### config.mk
export PLATFORM = sky130hd
export DESIGN_NAME = exec_dispatch
export DESIGN_NICKNAME = d
export VERILOG_FILES = /design/src/rtl/prathama_pkg.sv /design/src/rtl/dispatch_timer.sv /design/src/rtl/exec_dispatch.sv
export SDC_FILE = /design/constraint.sdc
export NUM_CORES = 1
export LEC_CHECK = 0
export BUFFER_PORTS_ARGS = -buffer_cell sky130_fd_sc_hd__buf_4
export CORE_AREA = 3 3 92 72
export DETAILED_ROUTE_END_ITERATION = 6
export DIE_AREA = 0 0 95 75
export GPL_TIMING_DRIVEN = 0
export PLACE_DENSITY_LB_ADDON = 0.05
export SYNTH_ARGS = -nofsm -noshare
export SYNTH_HDL_FRONTEND = slang
export SYNTH_SLANG_ARGS = --single-unit
### constraint.sdc
create_clock -name clk -period 3.3 [get_ports clk]
set_input_delay 0.66 -clock clk [delete_from_list [all_inputs] [get_ports clk]]
set_output_delay 0.66 -clock clk [all_outputs]
set_load 0.05 [all_outputs]
### src/rtl/prathama_pkg.sv
// Shared types and constants for the Prathama execute-stage dispatcher.
// Unit select codes, dispatcher state encoding and timer sizing live here.
package prathama_pkg;

    localparam int unsigned DEF_WIDTH    = 16;
    localparam int unsigned DRAIN_CYCLES = 3;
    localparam int unsigned TMR_W        = 8;

    typedef enum logic [1:0] {
        UNIT_LOGIC   = 2'd0,
        UNIT_ARITH   = 2'd1,
        UNIT_SHIFT   = 2'd2,
        UNIT_ILLEGAL = 2'd3
    } unit_sel_e;

    typedef enum logic [2:0] {
        ST_DRAIN,
        ST_IDLE,
        ST_ISSUE,
        ST_WAIT_LOW,
        ST_WAIT_HIGH,
        ST_WB
    } disp_state_e;

endpackage

### src/rtl/dispatch_timer.sv
// Loadable down-counter shared by the post-reset drain and the wait timeout.
// zero flags the decrement that takes the count from one to zero.
module dispatch_timer
    import prathama_pkg::*;
#(
    parameter int unsigned     W       = TMR_W,
    parameter logic [W-1:0]    RST_VAL = W'(DRAIN_CYCLES)
) (
    input  logic         clk,
    input  logic         rst,
    input  logic         clr,
    input  logic         load,
    input  logic [W-1:0] load_val,
    input  logic         dec,
    output logic         zero
);

    logic [W-1:0] count_q;

    always_ff @(posedge clk or posedge rst) begin
        if (rst) begin
            count_q <= RST_VAL;
        end else if (clr) begin
            count_q <= '0;
        end else if (load) begin
            count_q <= load_val;
        end else if (dec && (count_q != '0)) begin
            count_q <= count_q - W'(1);
        end
    end

    // Firing on the last step lets a load of N bound a state to exactly N cycles.
    assign zero = dec && (count_q == W'(1));

endmodule

### src/rtl/exec_dispatch.sv
// Execute-stage dispatcher: issues one decoded instruction to the logic, arith
// or shift unit, follows its rdy handshake and writes the result back.
module exec_dispatch
    import prathama_pkg::*;
#(
    parameter int unsigned WIDTH   = DEF_WIDTH,
    parameter int unsigned TIMEOUT = 15
) (
    input  logic             clk,
    input  logic             rst,
    input  logic             instr_valid,
    output logic             instr_ready,
    input  logic [1:0]       unit_sel,
    input  logic [1:0]       op_sub_in,
    input  logic [WIDTH-1:0] a_in,
    input  logic [WIDTH-1:0] b_in,
    input  logic [2:0]       dst_in,
    output logic             cs_logic,
    output logic             cs_arith,
    output logic             cs_shift,
    output logic [1:0]       op_sub,
    output logic [WIDTH-1:0] a_out,
    output logic [WIDTH-1:0] b_out,
    input  logic [2:0]       unit_rdy,
    input  logic [WIDTH-1:0] res_d,
    output logic             wb_en,
    output logic [2:0]       wb_addr,
    output logic [WIDTH-1:0] wb_data,
    output logic             err
);

    disp_state_e state_q, state_d;
    unit_sel_e   sel_q;
    logic [2:0]  dst_q;
    logic        sel_rdy;
    logic        accept, illegal, capture, abort;
    logic        tmr_clr, tmr_load, tmr_dec, tmr_zero;

    dispatch_timer #(
        .W       (TMR_W),
        .RST_VAL (TMR_W'(DRAIN_CYCLES))
    ) u_timer (
        .clk      (clk),
        .rst      (rst),
        .clr      (tmr_clr),
        .load     (tmr_load),
        .load_val (TMR_W'(TIMEOUT)),
        .dec      (tmr_dec),
        .zero     (tmr_zero)
    );

    always_comb begin
        sel_rdy = 1'b0;
        case (sel_q)
            UNIT_LOGIC: sel_rdy = unit_rdy[0];
            UNIT_ARITH: sel_rdy = unit_rdy[1];
            UNIT_SHIFT: sel_rdy = unit_rdy[2];
            default:    sel_rdy = 1'b0;
        endcase
    end

    always_comb begin
        state_d  = state_q;
        accept   = 1'b0;
        illegal  = 1'b0;
        capture  = 1'b0;
        abort    = 1'b0;
        tmr_clr  = 1'b0;
        tmr_load = 1'b0;
        tmr_dec  = 1'b0;
        case (state_q)
            ST_DRAIN: begin
                tmr_dec = 1'b1;
                if (tmr_zero) state_d = ST_IDLE;
            end
            ST_IDLE: begin
                tmr_clr = 1'b1;
                if (instr_valid) begin
                    accept = 1'b1;
                    if (unit_sel == UNIT_ILLEGAL) illegal = 1'b1;
                    else                          state_d = ST_ISSUE;
                end
            end
            ST_ISSUE: begin
                tmr_load = 1'b1;
                state_d  = ST_WAIT_LOW;
            end
            ST_WAIT_LOW: begin
                tmr_dec = 1'b1;
                if (!sel_rdy) begin
                    tmr_load = 1'b1;
                    state_d  = ST_WAIT_HIGH;
                end else if (tmr_zero) begin
                    abort   = 1'b1;
                    state_d = ST_IDLE;
                end
            end
            ST_WAIT_HIGH: begin
                tmr_dec = 1'b1;
                // rdy is tested first so a late completion beats the timeout.
                if (sel_rdy) begin
                    capture = 1'b1;
                    state_d = ST_WB;
                end else if (tmr_zero) begin
                    abort   = 1'b1;
                    state_d = ST_IDLE;
                end
            end
            ST_WB:   state_d = ST_IDLE;
            default: state_d = ST_IDLE;
        endcase
    end

    always_ff @(posedge clk or posedge rst) begin
        if (rst) begin
            state_q <= ST_DRAIN;
            sel_q   <= UNIT_LOGIC;
            op_sub  <= '0;
            a_out   <= '0;
            b_out   <= '0;
            dst_q   <= '0;
            wb_data <= '0;
            err     <= 1'b0;
        end else begin
            state_q <= state_d;
            err     <= illegal | abort;
            // Operands only move on accept, so they hold from ISSUE through WB.
            if (accept) begin
                sel_q  <= unit_sel_e'(unit_sel);
                op_sub <= op_sub_in;
                a_out  <= a_in;
                b_out  <= b_in;
                dst_q  <= dst_in;
            end
            if (capture) wb_data <= res_d;
        end
    end

    assign instr_ready = (state_q == ST_IDLE);
    assign cs_logic    = (state_q == ST_ISSUE) && (sel_q == UNIT_LOGIC);
    assign cs_arith    = (state_q == ST_ISSUE) && (sel_q == UNIT_ARITH);
    assign cs_shift    = (state_q == ST_ISSUE) && (sel_q == UNIT_SHIFT);
    assign wb_en       = (state_q == ST_WB);
    assign wb_addr     = dst_q;

endmodule

Word level (Yosys, flattened, before mapping)
Cells that the tools add are included.
{"block": "word_totals", "register_bits": 67, "latch_bits": 0, "ram_bits": 0, "romBits": 0, "inputBits": 61, "out_inout_bits": 59, "word_cells": 58, "n_memories": 0}
{"block": "classes", "addsub": 1, "mul": 0, "div": 0, "n_lt_le_gt_ge": 0, "n_eq_ne": 11, "shifts": 0, "mux": 25, "n_bitwise": 1, "n_reduce_logical": 11}
{"op": "2-to-1 mux 8 bit", "count": 3}
{"op": "2-to-1 mux 3 bit", "count": 5}
{"op": "one-hot mux 3 bit (5 select lines)", "count": 1}
{"op": "2-to-1 mux 1 bit", "count": 13}
{"op": "equality test 8 x 1 -> 1 bit (second input constant)", "count": 1}
{"op": "nonzero test 8 bit", "count": 1}
{"op": "subtractor 8 x 1 -> 8 bit (second input constant)", "count": 1}
{"op": "equality test 3 x 2 -> 1 bit (second input constant)", "count": 2}
{"op": "equality test 3 bit (second input constant)", "count": 2}
{"op": "logical AND 1 bit", "count": 5}
{"op": "equality test 2 bit (second input constant)", "count": 2}
{"op": "!= test 2 bit (second input constant)", "count": 2}
{"op": "one-hot mux 1 bit (2 select lines)", "count": 2}
{"op": "equality test 3 x 1 -> 1 bit (second input constant)", "count": 1}
{"op": "logical NOT 3 bit", "count": 1}
{"op": "one-hot mux 1 bit (3 select lines)", "count": 1}
{"op": "nonzero test 3 bit", "count": 1}
{"op": "OR reduction 3 bit", "count": 1}
{"op": "equality test 2 x 1 -> 1 bit (second input constant)", "count": 1}
{"op": "logical NOT 2 bit", "count": 1}
{"op": "AND reduction 2 bit", "count": 1}
{"op": "bitwise OR 1 bit", "count": 1}

Logic depth before layout (Yosys ltp)
{"block": "logic_depth", "ltp_word": 8, "ltp_mapped": 7}

By module
A second synthesis with hierarchy kept.
{"block": "hier_totals", "hier_cells": 220, "area_unflattened_um2": 3005.4}
{"mod": "exec_dispatch", "instances": 1, "cells_per_inst": 159, "area_each_um2": 2418.6, "seq_area_each_um2": 1476.4}
{"mod": "dispatch_timer", "instances": 1, "cells_per_inst": 61, "area_each_um2": 586.8, "seq_area_each_um2": 202.7}

Least setup slack after synthesis
OpenSTA, ideal clock, no wires.
{"block": "synth_timing", "path_kind": "register to output", "from": "reg state_q[1]", "to": "out cs_shift", "arrival_ns": 2.310, "required_ns": 2.640, "slack_ns": 0.330, "path_stages_with_launch": 4, "path_buffers": 1, "cell_sequence": "dfrtp_1 -> buf_2 -> nand2b_1 -> nor4b_1"}
{"block": "synth_between", "elab_chain_len": 2}
{"element": "from (decl)", "line_no": "exec_dispatch.sv:32", "text": "disp_state_e state_q, state_d;"}
{"element": "from (signal assigned)", "line_no": "exec_dispatch.sv:125", "text": "state_q <= state_d;"}
{"element": "equality test 3 x 2 -> 1 bit", "line_no": "exec_dispatch.sv:142", "text": "assign cs_shift = (state_q == ST_ISSUE) && (sel_q == UNIT_SHIFT);"}
{"element": "logical AND 1 bit", "line_no": "exec_dispatch.sv:142"}
{"element": "to (decl)", "line_no": "exec_dispatch.sv:20", "text": "output logic cs_shift,"}
Every way passes these cells.

Worst setup path in the final report
Same ends and word-level chain as after synthesis.

==> results.txt <==
The flow ran to the end, and the final reports show no timing, DRC or antenna violations. The CTS tree is yes. The overall track demand over capacity in global routing is 18.6%. The cell accounting for the most synthesized area is sky130_fd_sc_hd__dfrtp_1. Summing all placed instances gives a cell area of 4000 um2. Post-CTS timing repair inserted 0 buffers for setup. In the synthesized netlist the dominant register cell turns out to be sky130_fd_sc_hd__dfrtp_1.

The fraction of the cycle the final worst path needs came out at a little over two thirds. The final net count came out at 410. Summed over all layers, the global routing overflow is 0.

The number of clock buffers inserted by TritonCTS is 9. Once layout is complete, the utilization of the core stands at ~72%. The clock drives 67 sinks. The horizontal extent of the die is 95 um. The average size of a mapped cell is ~14 um2. In the post-synthesis netlist, the biggest area contributors are sky130_fd_sc_hd__dfrtp_1, sky130_fd_sc_hd__mux2_1, sky130_fd_sc_hd__mux2_4, sky130_fd_sc_hd__mux2_2, sky130_fd_sc_hd__buf_6. The measured slew at the worst slew-check pin came out at about 0.79 ns.

The most common cell in the synthesized netlist is sky130_fd_sc_hd__dfrtp_1. The launch point of the worst path is state_q[1]$_DFFE_PP0P_. The max-slew violation total from the final report was 0. The die outline area is 7130 um2. Cells with a size suffix above 1 make up about 50% of the layout. STA puts the critical path data required time at 2.64 ns.

The net count after synthesis is 280. The type of the worst min-delay path is in -> async. The maximum buffer depth of the clock tree came out at 2.

For this run, the detailed router's first-pass iteration total came to 4. Dividing the detail-routed wire length by the instance count gives between 10 and 15 um. The maximum clock skew at final layout is 0.00732 ns. The data arrival time of the critical path is roughly 1.7 ns. The via count normalized by instance count came out at between 5 and 6.

The number of max-cap violations is 0. The number of resized instances in the post-cts repair step came out at 0. For this run, asynchronously set or reset flops after synthesis account for between 90% and 100%. The I/O pin count is between 100 and 150. Summing every instance area after synthesis gives 3000 um2. Once the floorplan was initialized, standard cells occupied between 50% and 60% of the core.

The number of antenna violations at the first check in global routing was 0. The remaining number of nets flagged by the antenna check after routing came out at 0. The critical path in this run is classified as reg -> out. Setup total negative slack on the finished layout was measured at 0 ns. The H-tree depth came out at 3. The worst path in the final design needs a cycle of 2.32 ns, including I/O delays and setup.

Setup violations remaining at the end of the flow were counted as 0. The number of different library cells used by synthesis comes to 50. The clock transition at the registers of the reported paths is roughly 0.070 ns. The die is around 75 um tall. The post-detailed-route DRC marker count came out at 0. The remaining max-slew budget at the tightest pin came out at between 40% and 50%. The synthesized flop and latch total came out at 67. Setup repair after global routing left no endpoint under its margin.

The maximum fanout along the worst path came out at 10. The final-report hold violation count is 0. The post-route standard cell area excluding fillers is between 4000 and 5000 um2. The overall routed net length came out at 6.36 mm.

The setup slack after placement came out at around 1.3 ns. Timing would allow up to roughly 430 MHz. The synthesized design devotes to its leading area cell type a little over half of total area. The wire length of the first global-routing pass is roughly 9.9 mm.

The relative area change from synthesis to final layout came out at 39.5%. STA classifies the critical path endpoint as a primary output. The final antenna diode count is 0. The insertion delay of the later-clocked pin in the worst-skew pair is about 0.34 ns. The fraction of the yosys area taken by sequential cells is 55.9%. The number of global-route vias before repair came out at 2147. The number of enable flip-flop cells after synthesis is 0. In this run, post-CTS hold repair placed 0 buffers. Counting every instance in the synthesized netlist gives 216. In the synthesized netlist, the cells that appear most often are sky130_fd_sc_hd__dfrtp_1, sky130_fd_sc_hd__mux2_1, sky130_fd_sc_hd__mux2_4, sky130_fd_sc_hd__nor2_1, sky130_fd_sc_hd__mux2_2.

The number of I/O port buffers came out at about 120. The startpoint identified for the worst register-to-register timing path is state_q[2]$_DFFE_PP0P_. The HPWL after detailed placement is around 4.8 mm. The detailed router's first-iteration violation count came out at about 100.

The total vias in the final route came out at roughly 2200. The placer congestion estimate came out at approximately 0.8. Setup slack on the critical path of the routed design comes to 0.977 ns.

The pin count of the biggest net entering global routing is between 60 and 70. The worst setup path is launched from a register. The synthesis warning total is 0. The root buffer cell chosen for the clock tree is sky130_fd_sc_hd__clkbuf_8. The core region area is ~5800 um2. The total number of placement rows is 24.
[per-layer routing]
layer	routed length, um	share of wire (%)	global-route usage (%)	vias to the layer above
li1	-	-	-	1043
met1	2570	40	21.7	1043
met2	3000	47	29.5	87
met3	573	9.0	7.99	18
met4	217	3.4	9.76	0
met5	0	0	0	-
[kinds of logic (layout without fill, tap and decap cells)]
family,after synthesis,after routing,share of synthesized area [%]
XOR/XNOR,3,3,0.875
adder cells (fa/ha/maj),3,3,1.25
AO/OA/AOI/OAI,28,28,7.21
multiplexers,56,56,22.3
flip-flops,67,67,55.9
AND/OR/NAND/NOR,45,45,9.21
buffers and inverters,14,149,3.25
[worst paths after layout]
path / end / slack (ns) / cells after the start
worst max-delay path: cs_shift / 0.98 / 4
worst min-delay path: wb_data[1]$_DFFE_PP0P_ / 0.47 / 2
worst max register to register: b_out[14]$_DFFE_PP0P_ / 1.45 / 6
worst min register to register: wb_addr[2]$_DFFE_PP0P_ / 0.49 / 1
max in group asynchronous: b_out[5]$_DFFE_PP0P_ / 2.31 / 2
min in group clk: wb_addr[2]$_DFFE_PP0P_ / 0.49 / 1
[worst max-delay path: stages (launching register included)]
cell	delay, ns
sky130_fd_sc_hd__dfrtp_1	0.38
sky130_fd_sc_hd__buf_2	0.22
sky130_fd_sc_hd__nand2b_1	0.17
sky130_fd_sc_hd__nor4b_1	0.29
sky130_fd_sc_hd__buf_4	0.25
[sequential cells by signal, summed over array words and instances (netlist names)]
name,flops
op_sub,2
err,1
b_out,16
wb_addr,3
sel_q,2
wb_data,16
u_timer.count_q,8
state_q,3
a_out,16
[per-stage QoR]
stage                     hold WS (ns)  std cells
after floorplan                  0.513        216
after global placement           0.470        413
after detailed placement         0.477        413
after CTS                        0.494        429
after global routing             0.506        429
final                            0.465        429
[layout make-up]
cell class | count | area [um2]
plain buffers | 9 | 78.8
clock buffers | 11 | 141
clock inverters | 5 | 52.6
fillers | 413 | 1610
inverters | 5 | 21.3
multi-input cells | 135 | 1230
flip-flops and latches | 67 | 1680
well taps | 78 | 97.6
repair buffers | 119 | 893
[layout by cell type (no fill, tap or decap), types with 4 or more instances in the layout]
master	count
sky130_fd_sc_hd__nand3_1	4
sky130_fd_sc_hd__mux2_4	10
sky130_fd_sc_hd__nand2_1	5
sky130_fd_sc_hd__buf_4	120
sky130_fd_sc_hd__nor2_1	10
sky130_fd_sc_hd__dfrtp_1	65
sky130_fd_sc_hd__clkbuf_8	10
sky130_fd_sc_hd__buf_6	5
sky130_fd_sc_hd__nor3_1	4
sky130_fd_sc_hd__inv_1	4
sky130_fd_sc_hd__a21oi_1	5
sky130_fd_sc_hd__mux2_2	6
sky130_fd_sc_hd__mux2_1	38
Power is left out: the tool's default activity adds up to more than one toggle a clock period on the data nets, which glitch-free logic cannot reach.
